File: config.mk
export PLATFORM = sky130hd
export DESIGN_NAME = iter_div_flat
export DESIGN_NICKNAME = d
export VERILOG_FILES = /design/src/rtl/iter_div_if.sv /design/src/rtl/iter_div.sv /design/src/flat_wrapper.sv
export SDC_FILE = /design/constraint.sdc
export NUM_CORES = 1
export LEC_CHECK = 0
export CAP_MARGIN = 20
export CORE_ASPECT_RATIO = 1.2
export CORE_MARGIN = 5
export CORE_UTILIZATION = 30
export CTS_CLUSTER_DIAMETER = 80
export DETAILED_ROUTE_END_ITERATION = 12
export HOLD_SLACK_MARGIN = 0.08
export SLEW_MARGIN = 25
export SYNTH_ARGS = -nofsm -noshare
export SYNTH_HDL_FRONTEND = slang
export SYNTH_SLANG_ARGS = --single-unit
File: constraint.sdc
create_clock -name clk -period 6.6 [get_ports clk]
set_clock_uncertainty 0.1 [all_clocks]
set_input_delay 0.99 -clock clk [delete_from_list [all_inputs] [get_ports clk]]
set_output_delay 0.99 -clock clk [all_outputs]
set_load 0.01 [all_outputs]
File: src/rtl/iter_div_if.sv
// Request/response bundle for the iterative divider.
interface iter_div_if;
    logic        start;
    logic [1:0]  op;
    logic [31:0] left_operand;
    logic [31:0] right_operand;
    logic        busy;
    logic        done;
    logic [31:0] result;

    modport master (
        output start, op, left_operand, right_operand,
        input  busy, done, result
    );

    modport slave (
        input  start, op, left_operand, right_operand,
        output busy, done, result
    );
endinterface

File: src/rtl/iter_div.sv
// Radix-2 restoring divider for RV32M DIV/DIVU/REM/REMU with fixed 34-cycle latency.
// Define ITER_DIV_EARLY_OUT_EN to skip CALC for divide-by-zero and signed overflow.
module iter_div (
    input logic       clk,
    input logic       rst,
    iter_div_if.slave bus
);
    typedef enum logic [1:0] {IDLE, CALC, FIX} state_t;

    state_t      state, state_next;
    logic [4:0]  cnt;
    logic        is_rem;
    logic        neg_q, neg_r, dz, ovf;
    logic [31:0] rem, quo, divisor, dividend_orig;
    logic [31:0] result_q;
    logic        done_q;

    logic        in_signed, left_neg, right_neg, start_dz, start_ovf;
    logic [31:0] left_abs, right_abs;
    logic [32:0] rem_sh, trial;
    logic        trial_ge;
    logic [31:0] rem_next, quo_next, fix_result;

    always_comb begin
        in_signed = ~bus.op[0];
        left_neg  = in_signed & bus.left_operand[31];
        right_neg = in_signed & bus.right_operand[31];
        left_abs  = left_neg  ? -bus.left_operand  : bus.left_operand;
        right_abs = right_neg ? -bus.right_operand : bus.right_operand;
        start_dz  = (bus.right_operand == '0);
        start_ovf = in_signed && (bus.left_operand == 32'h8000_0000) && (bus.right_operand == '1);
    end

    // Shifted partial remainder is 33 bits wide: it can reach 2*divisor-1.
    always_comb begin
        rem_sh   = {rem, quo[31]};
        trial    = rem_sh - {1'b0, divisor};
        trial_ge = (rem_sh >= {1'b0, divisor});
        rem_next = trial_ge ? trial[31:0] : rem_sh[31:0];
        quo_next = {quo[30:0], trial_ge};
    end

    always_comb begin
        fix_result = '0;
        if (dz)
            fix_result = is_rem ? dividend_orig : '1;
        else if (ovf)
            fix_result = is_rem ? '0 : 32'h8000_0000;
        else if (is_rem)
            fix_result = neg_r ? -rem : rem;
        else
            fix_result = neg_q ? -quo : quo;
    end

    always_ff @(posedge clk) begin
        if (rst)
            state <= IDLE;
        else
            state <= state_next;
    end

    always_comb begin
        state_next = state;
        case (state)
            IDLE: begin
                if (bus.start) begin
`ifdef ITER_DIV_EARLY_OUT_EN
                    state_next = (start_dz || start_ovf) ? FIX : CALC;
`else
                    state_next = CALC;
`endif
                end
            end
            CALC:    if (cnt == 5'd31) state_next = FIX;
            FIX:     state_next = IDLE;
            default: state_next = IDLE;
        endcase
    end

    always_ff @(posedge clk) begin
        if (rst) begin
            cnt           <= '0;
            is_rem        <= 1'b0;
            neg_q         <= 1'b0;
            neg_r         <= 1'b0;
            dz            <= 1'b0;
            ovf           <= 1'b0;
            rem           <= '0;
            quo           <= '0;
            divisor       <= '0;
            dividend_orig <= '0;
            result_q      <= '0;
            done_q        <= 1'b0;
        end else begin
            done_q <= 1'b0;
            case (state)
                IDLE: begin
                    if (bus.start) begin
                        cnt           <= '0;
                        is_rem        <= bus.op[1];
                        neg_q         <= left_neg ^ right_neg;
                        neg_r         <= left_neg;
                        dz            <= start_dz;
                        ovf           <= start_ovf;
                        rem           <= '0;
                        quo           <= left_abs;
                        divisor       <= right_abs;
                        dividend_orig <= bus.left_operand;
                    end
                end
                CALC: begin
                    rem <= rem_next;
                    quo <= quo_next;
                    cnt <= cnt + 5'd1;
                end
                FIX: begin
                    result_q <= fix_result;
                    done_q   <= 1'b1;
                end
                default: ;
            endcase
        end
    end

    assign bus.busy   = (state != IDLE);
    assign bus.done   = done_q;
    assign bus.result = result_q;
endmodule
File: src/flat_wrapper.sv
// flat-port wrapper written by rule: the top's interface ports become plain ports
module iter_div_flat 
  (clk, rst, bus_start, bus_op, bus_left_operand, bus_right_operand, bus_busy, bus_done, bus_result);
  iter_div_if bus_i ();
  input logic clk;
  input logic rst;
  input wire logic [$bits(bus_i.start)-1:0] bus_start;
  input wire logic [$bits(bus_i.op)-1:0] bus_op;
  input wire logic [$bits(bus_i.left_operand)-1:0] bus_left_operand;
  input wire logic [$bits(bus_i.right_operand)-1:0] bus_right_operand;
  output wire logic [$bits(bus_i.busy)-1:0] bus_busy;
  output wire logic [$bits(bus_i.done)-1:0] bus_done;
  output wire logic [$bits(bus_i.result)-1:0] bus_result;
  assign bus_i.start = bus_start;
  assign bus_i.op = bus_op;
  assign bus_i.left_operand = bus_left_operand;
  assign bus_i.right_operand = bus_right_operand;
  assign bus_busy = bus_i.busy;
  assign bus_done = bus_i.done;
  assign bus_result = bus_i.result;
  iter_div u_core (.clk(clk), .rst(rst), .bus(bus_i));
endmodule
==> flow_metrics.tcl <==
set metrics [dict create \
    cts_tree "done" \
    syn-cell-area_um2 11700 \
    ys_warn_count 0 \
    place_hpwl_um 28900 \
    period_share_pct 59.2 \
    ys_seq_area_share_pct 29.6 \
    seq_power_share_pct 39.7 \
    worstSetupStartpoint "u_core.rem[0]" \
    combPwrFrac_pct 24.5 \
    routedWlPerCell_um 18.3 \
    drt_wl_total_um 38500 \
    tns_ps 0 \
    synth_top_cell_area_share_pct 29.6 \
    grt_overflow 0 \
    synth_flop_cell "dfxtp_1" \
    switching_power_w 0.000930 \
    vdd_ir_drop_max_uv 171 \
    core-area_um2 38700 \
    clock_latency_ps 450 \
    route.vias.total 11200 \
    synth_edf_count 0 \
    netlist-cell-type-count 79 \
    h-tree-depth 4 \
    grt_max_degree 93 \
    drive_gt1_share_pct 6.08 \
    final_nets 1676 \
    outcome "finished clean" \
    seq_area_um2 3460 \
    p_clk_share_pct 35.8 \
    dieArea_um2 43100 \
    drt_first_pass_iters 5 \
    swShare_pct 32.0 \
    die_w_um 190 \
    internal-power_w 0.00198 \
    synth_area_leaders "dfxtp_1 (30%), nand2_1 (7.2%), a21oi_1 (6.5%)" \
    grt_pass1_vias 11100 \
    endpoint_kind "register" \
    period_minus_slack_ps 3910 \
    cp_max_fo 18 \
    grt_use_total_pct 17.7 \
    dr.first_iter.drc_count 608 \
    nFillCells 4152 \
    area_growth_pct 17.0 \
    rr_startpoint "u_core.rem[0]" \
    clockRootBuffer "clkbuf_16" \
    ys_seq_elements 173 \
    whs_ps 352 \
    drc 0 \
    hold_viol_final 0 \
    cts-resized-gates 0 \
    worstSetupPathType "reg -> reg" \
    place.port_buffers 102 \
    synth_area_leader_cell "dfxtp_1" \
    n_antenna_cell 0 \
    netlist_instances 1534 \
    gp_congestion 0.853 \
    clk_path_buf_depth 2 \
    rows 79 \
    synthArstFlopShare_pct 0 \
    maxSlewViolCount 0 \
    leakage_nw 5.01 \
    postCtsSetupBuffers 0 \
    die_h_um 226 \
    slew_headroom_pct 31.7 \
    cp.required_ps 6820 \
    worstHoldPathType "reg -> reg" \
    cts_sinks 173 \
    via_per_inst 5.33 \
    grt_setup_unrepaired "false" \
    antenna_found_initial 0 \
    io_pins 103 \
    min_from "u_core.divisor[31]" \
    critPathArrivalTime_ps 4130 \
    max_freq_mhz 256 \
    worst_slew_pin_slew_ps 1020 \
    startpoint_type "register" \
    hold_buffers 0 \
    multi_input_area_um2 7630 \
    grt_pass1_wl_um 61100 \
    maxCapViolCount 0 \
    clk_pin_slew_ps 70 \
    cts_made_buffers 17 \
    syn_avg_cell_area_um2 7.64 \
    setup_viol 0 \
    initial_core_util_pct 30.2 \
    synth.net_count 1643 \
    power.density_nw_per_um2 212 \
    ant_nets 0 \
]
worst paths after layout:
check                                     endpoint  slack, ps  cells after the start
worst min-delay path            u_core.divisor[31]        350                      2
worst min register to register  u_core.divisor[31]        350                      2
worst max register to register      u_core.rem[13]       2690                     11
worst max-delay path                u_core.rem[13]       2690                     11
worst max-delay path: stages (launching register included):
cell	delay [ps]
dfxtp_1	400
ha_1	330
nor2b_1	180
o2111ai_1	150
a311o_2	480
a21oi_4	240
a211oi_4	130
a221oi_2	260
a2111o_1	740
buf_4	430
mux2i_1	250
o21ai_1	70
layout by cell type (no fill, tap or decap), types with 19 or more instances in the layout:
cell type / Yosys / final
o21ai_1: 36 / 36
clkdlybuf4s50_1: 0 / 101
or3_1: 19 / 19
nor2_1: 118 / 117
xor2_1: 77 / 77
ha_1: 39 / 39
a21oi_1: 153 / 153
nand2_1: 224 / 224
inv_1: 54 / 54
nor3_1: 26 / 25
a21o_1: 25 / 25
xnor2_1: 66 / 66
a211oi_1: 30 / 30
a22oi_1: 30 / 30
dfxtp_1: 173 / 173
mux2i_1: 28 / 28
o21ai_0: 80 / 80
synthesized netlist by cell type, drive strengths merged, types with 28 or more instances:
library cell,number
a211oi,31
a21oi,158
a22oi,30
clkbuf,88
dfxtp,173
ha,39
inv,54
mux2i,28
nand2,225
nor2,119
nor3,31
o21ai,116
xnor2,66
xor2,77
sequential cells by signal (all words and copies together) (netlist names):
register              count
u_core.divisor           32
u_core.bus.result        32
u_core.neg_r              1
u_core.is_rem             1
u_core.quo               32
u_core.ovf                1
u_core.dz                 1
u_core.cnt                5
u_core.state              2
u_core.bus.done           1
u_core.dividend_orig     32
u_core.neg_q              1
u_core.rem               32
per-stage QoR:
stage	setup WS, ps	instances	area (µm²)	total power, W	util, %
after detailed placement	2500	2074	13100	0.00189	33.8
after global placement	2580	2074	13100	0.00188	33.8
final	2690	2106	13700	0.00291	35.4
after CTS	2680	2106	13700	0.00293	35.4
after floorplan	3450	1534	11700	0.00166	-
after global routing	2360	2106	13700	0.00305	35.4
logic make-up (layout without fill, tap and decap cells):
kind of cell | after synthesis | in the layout | synth area share [%]
AOI/OAI and AO/OA | 480 | 480 | 26.6
adders and majority gates | 40 | 40 | 4.34
DFF | 173 | 173 | 29.6
muxes | 30 | 30 | 2.58
xor gates and xnor gates | 143 | 143 | 10.7
and+or+nand+nor | 508 | 508 | 20.8
buffers and inverters | 160 | 206 | 5.40
area by class of cell:
| type | instances | area share [%] |
|---|---|---|
| multi-input cells | 1201 | 55.7 |
| flip-flops and latches | 173 | 25.3 |
| repair buffers | 118 | 8.31 |
| well taps | 526 | 4.80 |
| clock buffers | 24 | 3.59 |
| inverters | 56 | 1.53 |
| clock inverters | 8 | 0.785 |
routing by layer:
metal | track usage (%) | wire length [µm]
met1 | 21.2 | 16300
met2 | 31.5 | 19200
met3 | 2.26 | 1420
met4 | 7.93 | 1610
met5 | 0 | 0
power by group through the flow:
stage          Clock, W  Sequential (W)  Combinational [W]
2_1_floorplan         0         0.00116           0.000507
4_1_cts         0.00106         0.00115           0.000714
3_3_place_gp          0         0.00118           0.000705
6_report        0.00104         0.00116           0.000712
3_5_place_dp          0         0.00118           0.000709
5_1_grt         0.00110         0.00116           0.000787
Power figures use the tool's default switching activity.
